<file path="src/rtl/rps_match.sv">
// ---------------------------------------------------------------------------
// rps_match
//
// Purpose:
//   Referee for a two-player rock-paper-scissors match, with an optional
//   lizard-spock extension. A rising edge on start captures both moves and
//   the mode. One cycle later the round is scored and a one-cycle
//   round_valid pulse reports the result. The match ends when a player
//   reaches WIN_TARGET round wins or when MAX_ROUNDS scored rounds have
//   been played.
//
// Ports:
//   clk          - single clock, rising-edge active
//   rst          - asynchronous active-high reset
//   start        - level input; only a rising edge requests a round
//   clear_match  - synchronous match restart (priority over start)
//   mode         - 0 classic (3 moves), 1 extended (5 moves)
//   p1_move      - player-1 move: 0 rock, 1 paper, 2 scissors,
//                  3 lizard, 4 spock
//   p2_move      - player-2 move, same encoding
//   round_valid  - one-cycle pulse, round_result is valid while high
//   round_result - 00 tie, 01 P1 wins, 10 P2 wins, 11 invalid move
//   p1_score     - player-1 round wins
//   p2_score     - player-2 round wins
//   round_count  - scored rounds (ties included, invalid rounds excluded)
//   match_over   - high while the match is finished
//   match_winner - 00 none, 01 P1, 10 P2, 11 draw
// ---------------------------------------------------------------------------
module rps_match #(
  parameter int WIN_TARGET = 3,
  parameter int SCORE_W    = 4,
  parameter int MAX_ROUNDS = 7,
  parameter int ROUND_W    = $clog2(MAX_ROUNDS + 1)
) (
  input  logic               clk,
  input  logic               rst,
  input  logic               start,
  input  logic               clear_match,
  input  logic               mode,
  input  logic [2:0]         p1_move,
  input  logic [2:0]         p2_move,
  output logic               round_valid,
  output logic [1:0]         round_result,
  output logic [SCORE_W-1:0] p1_score,
  output logic [SCORE_W-1:0] p2_score,
  output logic [ROUND_W-1:0] round_count,
  output logic               match_over,
  output logic [1:0]         match_winner
);

  localparam logic [SCORE_W-1:0] TARGET = SCORE_W'(WIN_TARGET);
  localparam logic [ROUND_W-1:0] LIMIT  = ROUND_W'(MAX_ROUNDS);

  localparam logic [1:0] RES_TIE = 2'b00;
  localparam logic [1:0] RES_P1  = 2'b01;
  localparam logic [1:0] RES_P2  = 2'b10;
  localparam logic [1:0] RES_BAD = 2'b11;

  localparam logic [1:0] WIN_NONE = 2'b00;
  localparam logic [1:0] WIN_P1   = 2'b01;
  localparam logic [1:0] WIN_P2   = 2'b10;
  localparam logic [1:0] WIN_DRAW = 2'b11;

  typedef enum logic [1:0] {
    IDLE = 2'd0,
    EVAL = 2'd1,
    DONE = 2'd2
  } state_t;

  state_t state;

  logic       start_q;
  logic       start_armed;
  logic       mode_q;
  logic [2:0] p1_q;
  logic [2:0] p2_q;

  logic               start_edge;
  logic               eval_bad;
  logic [1:0]         eval_result;
  logic [SCORE_W-1:0] p1_next;
  logic [SCORE_W-1:0] p2_next;
  logic [ROUND_W-1:0] count_next;
  logic               match_end;
  logic [1:0]         winner_next;

  // A move is legal only inside the move set of the captured mode.
  function automatic logic move_invalid(input logic ext, input logic [2:0] m);
    return ext ? (m >= 3'd5) : (m >= 3'd3);
  endfunction

  // Bit b of the mask is set when move a defeats move b. Classic mode only
  // ever reaches moves 0..2, where this table reduces to plain RPS.
  function automatic logic beats(input logic [2:0] a, input logic [2:0] b);
    logic [4:0] mask;
    logic [4:0] shifted;
    case (a)
      3'd0:    mask = 5'b01100;  // rock: scissors, lizard
      3'd1:    mask = 5'b10001;  // paper: rock, spock
      3'd2:    mask = 5'b01010;  // scissors: paper, lizard
      3'd3:    mask = 5'b10010;  // lizard: paper, spock
      3'd4:    mask = 5'b00101;  // spock: rock, scissors
      default: mask = 5'b00000;
    endcase
    shifted = mask >> b;
    return shifted[0];
  endfunction

  // start_armed stays low after reset until start has been seen low, so a
  // start that is already held high when reset releases is not an edge.
  assign start_edge = start && !start_q && start_armed;

  // Score the captured round and work out what the match state becomes if
  // the round counts. Only consumed while in EVAL.
  always_comb begin
    eval_bad    = move_invalid(mode_q, p1_q) || move_invalid(mode_q, p2_q);
    eval_result = RES_TIE;
    if (eval_bad) begin
      eval_result = RES_BAD;
    end else if (p1_q == p2_q) begin
      eval_result = RES_TIE;
    end else if (beats(p1_q, p2_q)) begin
      eval_result = RES_P1;
    end else begin
      eval_result = RES_P2;
    end

    p1_next = p1_score;
    p2_next = p2_score;
    if (eval_result == RES_P1) begin
      p1_next = p1_score + SCORE_W'(1);
    end
    if (eval_result == RES_P2) begin
      p2_next = p2_score + SCORE_W'(1);
    end
    count_next = round_count + ROUND_W'(1);

    // Counters stop here, so they can never pass the target or the limit.
    match_end = (p1_next == TARGET) || (p2_next == TARGET) ||
                (count_next == LIMIT);

    winner_next = WIN_DRAW;
    if (p1_next == TARGET) begin
      winner_next = WIN_P1;
    end else if (p2_next == TARGET) begin
      winner_next = WIN_P2;
    end else if (p1_next > p2_next) begin
      winner_next = WIN_P1;
    end else if (p2_next > p1_next) begin
      winner_next = WIN_P2;
    end
  end

  // Match FSM with registered outputs. clear_match overrides every state
  // and swallows a coincident start edge; start_q keeps tracking start in
  // all states so an edge arriving during EVAL/DONE is consumed, not queued.
  always_ff @(posedge clk or posedge rst) begin
    if (rst) begin
      state        <= IDLE;
      start_q      <= 1'b0;
      start_armed  <= 1'b0;
      mode_q       <= 1'b0;
      p1_q         <= 3'd0;
      p2_q         <= 3'd0;
      round_valid  <= 1'b0;
      round_result <= RES_TIE;
      p1_score     <= '0;
      p2_score     <= '0;
      round_count  <= '0;
      match_over   <= 1'b0;
      match_winner <= WIN_NONE;
    end else begin
      start_q     <= start;
      round_valid <= 1'b0;
      if (!start) begin
        start_armed <= 1'b1;
      end

      if (clear_match) begin
        state        <= IDLE;
        p1_score     <= '0;
        p2_score     <= '0;
        round_count  <= '0;
        match_over   <= 1'b0;
        match_winner <= WIN_NONE;
      end else begin
        case (state)
          IDLE: begin
            if (start_edge) begin
              mode_q <= mode;
              p1_q   <= p1_move;
              p2_q   <= p2_move;
              state  <= EVAL;
            end
          end

          EVAL: begin
            round_valid  <= 1'b1;
            round_result <= eval_result;
            state        <= IDLE;
            if (!eval_bad) begin
              p1_score    <= p1_next;
              p2_score    <= p2_next;
              round_count <= count_next;
              if (match_end) begin
                state        <= DONE;
                match_over   <= 1'b1;
                match_winner <= winner_next;
              end
            end
          end

          DONE: begin
            state <= DONE;
          end

          default: begin
            state <= IDLE;
          end
        endcase
      end
    end
  end

endmodule

</file>
<file path="config.mk">
export PLATFORM = sky130hd
export DESIGN_NAME = rps_match
export DESIGN_NICKNAME = d
export VERILOG_FILES = /design/src/rtl/rps_match.sv
export SDC_FILE = /design/constraint.sdc
export NUM_CORES = 1
export LEC_CHECK = 0
export ABC_AREA = 1
export CAP_MARGIN = 20
export CELL_PAD_IN_SITES_DETAIL_PLACEMENT = 0
export CELL_PAD_IN_SITES_GLOBAL_PLACEMENT = 2
export CORE_UTILIZATION = 38
export CTS_BUF_LIST = sky130_fd_sc_hd__clkbuf_2
export DETAILED_ROUTE_END_ITERATION = 8
export DONT_BUFFER_PORTS = 1
export GPL_ROUTABILITY_DRIVEN = 0
export PLACE_DENSITY_LB_ADDON = 0.25
export SLEW_MARGIN = 10
export SYNTH_ARGS = -nofsm -noshare
export SYNTH_HDL_FRONTEND = slang
export SYNTH_SLANG_ARGS = --single-unit
export TNS_END_PERCENT = 100
</file>
<file path="constraint.sdc">
create_clock -name clk -period 3.1 [get_ports clk]
set_input_delay 0.62 -clock clk [delete_from_list [all_inputs] [get_ports clk]]
set_output_delay 0.62 -clock clk [all_outputs]
set_load 0.03 [all_outputs]
</file>
==> results of run 1 <==
## final cells by class
cell class / count / area [um^2]
repair buffers: 2 / 35.0
clock buffers: 3 / 15.0
inverters: 38 / 143
fillers: 436 / 2330
multi-input cells: 140 / 827
flip-flops and latches: 28 / 701
well taps: 50 / 62.6
## worst max-delay path, stage by stage, from the launching register on
cell	delay, ps
dfrtp_1	480
inv_2	100
nand2_4	70
nand2_1	60
nand2_1	90
a21oi_4	250
nand4_4	190
o21ai_2	210
inv_1	60
ha_1	300
inv_1	40
o21bai_1	120
nand4_1	110
nand3_1	100
nand3_1	70
nand2_1	60
nand2_1	40
## cell families after synthesis
| family | Yosys count | share of synthesized area [%] |
|---|---|---|
| simple gates | 96 | 28.3 |
| buf+inv | 40 | 8.95 |
| compound gates | 29 | 10.7 |
| flops | 28 | 41.8 |
| xor+xnor | 8 | 5.07 |
| fa+ha+maj | 7 | 5.22 |
## metal layers
metal	routed length, um	part of all wire (%)	vias up
li1	-	-	668
met1	1590	45	597
met2	1750	50	27
met3	162	4.6	2
met4	12	0.34	0
met5	0	0	-
## power groups by stage
stage	clock network, mW	logic [mW]	registers, mW
after detailed placement	0	0.530	0.471
final	0.133	0.528	0.465
after CTS	0.146	0.530	0.466
after global placement	0	0.516	0.471
after floorplan	0	0.436	0.461
after global routing	0.156	0.599	0.471
## how the worst max path moves through the flow
stage | depth (start not counted) | end | slack (ps)
3_5_place_dp | 16 | match_winner[0] | 740
3_3_place_gp | 16 | match_winner[0] | 800
2_1_floorplan | 16 | match_winner[0] | 960
4_1_cts | 16 | match_winner[0] | 700
6_report | 16 | match_winner[0] | 700
5_1_grt | 16 | match_winner[0] | 530
## sequential cells by signal (all words and copies together) (netlist names)
signal        cells
match_winner      2
match_over        1
state             2
start_armed       1
p2_score          4
p1_q              3
round_valid       1
p2_q              3
round_result      2
start_q           1
p1_score          4
mode_q            1
round_count       3
## placed cells by master (no fill, tap or decap)
master     n
nand3_1   11
nor2_2     4
a21oi_4    1
nand4_1    4
buf_4      1
inv_1     30
o22ai_1   10
ha_1       7
clkbuf_2   3
xnor2_1    4
o21ai_0    8
dfrtp_1   28
nand2_2   10
xor2_1     2
nand4_4    1
nand2_4    1
o21bai_1   1
xor2_2     2
o21ai_2    2
nand3_2    3
nor3_4     1
inv_2      8
buf_16     1
o21ai_1    2
nand2_1   48
nor2_1    13
a21oi_1    5
==> run_results.csv, run 1 <==
group,metric,value,unit
outcome,outcome,"completed",
worst_setup_path,worstSetupEndpointType,"register",
die,row_count,23,
layout,areaGrowthSynthToFinish,6.26,%
synth,synth.area.top_cells,"dfrtp_1, nand2_1, inv_1",
timing,max_freq,0.416,GHz
flow_run,max-cap-violations,0,
synth,synth.most_common_cell,"nand2_1",
worst_setup_path,cp_max_fo,6,
timing,hold_viol_final,0,
layout,final_cell_area,1780,um^2
timing,setup-tns-final,0,ps
detailed_routing,drt-initial-drc-count,88,
worst_setup_path,worstPathRequired,3400,ps
global_route,grt_pass1_vias,1269,
clock_tree,cts-root-buf,"clkbuf_2",
timing,setup_ws,698,ps
worst_setup_path,arrival,2700,ps
layout,finalNonFillerCells,261,
global_route,busiest_layer,"met2",
timing,rsz0062_at_grt,"no",
power_and_ir_drop,pwr-share-seq,41.3,%
place,place_area,1740,um^2
clock_tree,cts_buffers,3,
layout,antennaDiodeCount,0,
power_and_ir_drop,total_power,1.13,mW
synth,synth_warnings,0,
power_and_ir_drop,power.density,632,nW/um^2
timing,fin_crit_sh,77.5,%
die,initial_core_util,40.8,%
power_and_ir_drop,combPwrFrac,46.9,%
global_route,grt_pass1_wl,5840,um
worst_setup_path,reg2reg_to,"match_winner[0]",
clock_tree,cts_sinks,28,
detailed_routing,wl_per_cell,13.5,um
clock_tree,clock_path_buffers,2,
synth,syn_nets,226,
global_route,grt_max_degree,29,
synth,synth_area,1680,um^2
detailed_routing,firstDrtPassIters,4,
timing,slew_headroom,62.4,%
die,io_pins,28,
power_and_ir_drop,swShare,45.3,%
timing,worst_pin_slew,563,ps
detailed_routing,antenna_left,0,
place,post-place-ws,739,ps
clock_tree,cts_hold_buf,0,
min_path,hold_class,"input port to asynchronous set/reset pin",
global_route,grt-ovfl-total,0,
clock_tree,htreeDepth,1,
place,dp.cells,257,
timing,fin_worst_skew,9.33,ps
synth,netlist_instances,208,
timing,hold_ws,147,ps
place,io_buffer_count,0,
global_route,grt_use_total,16.8,%
global_route,use_met2,30.1,%
detailed_routing,drc,0,
power_and_ir_drop,peakVddDrop,0.182,mV
power_and_ir_drop,clockPowerShare,11.8,%
detailed_routing,avgViaCountPerCell,4.96,
layout,nets,231,
die,die_h,68.5,um
layout,drive_gt1_share,18.0,%
power_and_ir_drop,p_switching,511,uW
worst_setup_path,r2r_cells,16,
detailed_routing,vias,1294,
detailed_routing,wirelength,3510,um
synth,synth_commonest_cells,"nand2_1, inv_1, dfrtp_1",
timing,period_minus_slack,2400,ps
synth,yosysSeqAreaShare,41.8,%
worst_setup_path,crit_path_start,"p2_q[1]",
clock_tree,clock_latency,360,ps
timing,drv_slew,0,
die,die_area,4690,um^2
synth,syn_area_per_cell,8.07,um^2
global_route,antenna_found_initial,0,
worst_setup_path,crit_type,"register to register",
synth,synth_top_area_share,41.8,%
timing,setup_viol,0,
synth,async_flop_share,100,%
clock_tree,cts-resized-gates,0,
synth,yosysTopAreaCell,"dfrtp_1",
clock_tree,cts_tree,"built",
clock_tree,cts_setup_buffers,0,
worst_setup_path,r2r-start,"p2_q[1]",
global_route,use_met1,19.8,%
synth,synth-seq-cells,28,
layout,fin_util,43.3,%
power_and_ir_drop,p_int,616,uW
worst_setup_path,start_kind,"register",
global_route,grt_util_met3,4.33,%
die,core_area,4120,um^2
worst_setup_path,r2r_slack,700,ps
synth,synth_edf_count,0,
power_and_ir_drop,power.leakage,0.910,nW
synth,synth_ff_type,"dfrtp_1",
place,dpl.hpwl,2750,um
die,die_x,68.5,um
clock_tree,clk_pin_slew_worst_paths,260,ps
synth,ys_types,25,
No activity file was read; power rests on OpenSTA's default activity.
==> run 2: changes to the inputs <==
Clock period 3.1 ns to 2.3 ns, I/O delays scaled along.
==> run 2 against run 1 <==
  * The flow now finishes with violations (setup timing)
  * Utilization rose by 7.7 points
  * Critical endpoint unchanged
  * Largest cell class unchanged
  * Clock power is 38% higher
  * Fmax up 2.1%
  * Clock skew up 6.4 ps
  * Clock-buffer cell count did not move
  * Wire length increased by 14%
==> run_results.csv, run 2 (synthesis gave the netlist of run 1 again) <==
group,metric,value,unit
flow_run,max-cap-violations,0,
min_path,min_from,"start",
detailed_routing,firstDrtPassIters,4,
global_route,grt_max_degree,29,
worst_setup_path,start_kind,"register",
layout,finalNonFillerCells,287,
timing,drv_slew,0,
clock_tree,cts_sinks,28,
global_route,grt_pass1_vias,1335,
power_and_ir_drop,power.density,907,nW/um^2
timing,period_minus_slack,2350,ps
layout,drive_gt1_share,35.0,%
clock_tree,htreeDepth,1,
timing,fin_crit_sh,102,%
min_path,holdPathStages,0,
outcome,outcome,"finished, violations left",
worst_setup_path,arrival,2640,ps
timing,hold_ws,95.3,ps
min_path,hold_class,"input port to register",
layout,nets,256,
clock_tree,clk_pin_slew_worst_paths,270,ps
timing,worst_pin_slew,400,ps
detailed_routing,avgViaCountPerCell,4.95,
worst_setup_path,cpPeakStageDelay,530,ps
worst_setup_path,r2r_slack,-50,ps
timing,rsz0062_at_grt,"yes",
detailed_routing,vias,1422,
worst_setup_path,critPathSlowestCell,"dfrtp_2",
detailed_routing,drc,0,
die,io_pins,28,
timing,setup_viol,2,
global_route,grt-ovfl-total,0,
power_and_ir_drop,total_power,1.90,mW
detailed_routing,wl_per_cell,14.0,um
worst_setup_path,r2r_cells,13,
detailed_routing,wirelength,4010,um
layout,antennaDiodeCount,0,
timing,slew_headroom,73.3,%
worst_setup_path,path_buf_inv,2,
min_path,min_to,"start_q",
power_and_ir_drop,power.leakage,1.05,nW
outcome,violations,"setup timing",
clock_tree,clock_latency,360,ps
die,initial_core_util,40.8,%
die,die_area,4690,um^2
die,row_count,23,
worst_setup_path,cp_max_fo,4,
clock_tree,cts-root-buf,"clkbuf_2",
worst_setup_path,r2r-start,"p2_q[2]",
die,die_x,68.5,um
clock_tree,cts_buffers,3,
clock_tree,clock_path_buffers,2,
power_and_ir_drop,peakVddDrop,0.342,mV
detailed_routing,antenna_left,0,
timing,max_freq,0.425,GHz
clock_tree,cts_tree,"built",
timing,setup_ws,-53.2,ps
layout,areaGrowthSynthToFinish,25.2,%
timing,hold_viol_final,0,
global_route,antenna_found_initial,0,
worst_setup_path,crit_type,"register to register",
global_route,grt_pass1_wl,6170,um
die,die_h,68.5,um
worst_setup_path,worstPathRequired,2580,ps
layout,top_regs,"p1_score (4), p2_score (4)",
layout,layout_common_cells,"nand2_1, inv_1, dfrtp_1",
place,dp.cells,270,
place,io_buffer_count,0,
worst_setup_path,crit_chain,"nor2_4, nand3_2, a21oi_4, nand4_4, buf_12, xor2_2, ha_2, nand2_1, inv_1, nand3_1, nand3_2, nand2_1, nand2_1",
worst_setup_path,worstSetupEndpointType,"register",
worst_setup_path,reg2reg_to,"match_winner[0]",
global_route,grt_use_total,18.1,%
detailed_routing,drt-initial-drc-count,74,
place,dpl.hpwl,2940,um
die,core_area,4120,um^2
worst_setup_path,cpMostUsedCell,"nand2_1",
timing,fin_worst_skew,15.7,ps
worst_setup_path,path_delay_family,"simple AND/OR/NAND/NOR gates",
layout,final_common_cell,"nand2_1",
run 2: worst max path at each step:
stage / cells past startpoint / endpoint / from
finish: 13 / match_winner[0] / p2_q[2]
global route: 18 / match_winner[0] / p1_q[2]
CTS: 14 / match_winner[0] / p1_q[2]
detailed placement: 16 / match_winner[0] / p2_q[1]
global placement: 14 / match_winner[0] / p2_q[2]
floorplan: 16 / match_winner[0] / p2_q[1]
run 2: where the power goes:
| group | leakage [nW] | switching, mW | total [mW] | internal [mW] |
|---|---|---|---|---|
| combinational | 0.674 | 0.608 | 1.09 | 0.480 |
| clock | 0.0140 | 0.146 | 0.184 | 0.0378 |
| sequential | 0.362 | 0.0896 | 0.633 | 0.543 |
run 2: cell type report:
class                           count  area, um^2
Clock buffer                        3        15.0
Clock inverter                      1        3.75
Fill cell                         418        2010
Inverter                           38         143
Multi-Input combinational cell    140         943
Sequential cell                    28         704
Tap cell                           50        62.6
Timing Repair Buffer               27         229
run 2: what timing repair did:
action / in CTS / in global routing
pin swaps: 15 / 17
buffers inserted: 7 / 5
endpoints found under the hold margin: 12 / 0
cloned: 0 / 0
resized for setup: 11 / 20
endpoints found under the setup margin: 2 / 2
hold buffers: 1 / 0
run 2: per-stage QoR:
stage | utilization (%) | setup WS (ps) | TNS, ps | instance area, um^2
global placement | 44.7 | -31.8 | -31.8 | 1840
finish | 51.0 | -53.2 | -75.0 | 2100
CTS | 47.9 | -39.3 | -54.5 | 1970
floorplan | - | 162 | 0 | 1680
global route | 51.0 | -151 | -277 | 2100
detailed placement | 44.7 | -71.1 | -101 | 1840
run 2: routing by layer:
metal / GRT usage, % / part of all wire (%)
met5: 0 / 0
met4: 7.03 / 0.85
met2: 30.4 / 49
met3: 2.50 / 3.1
met1: 23.1 / 47
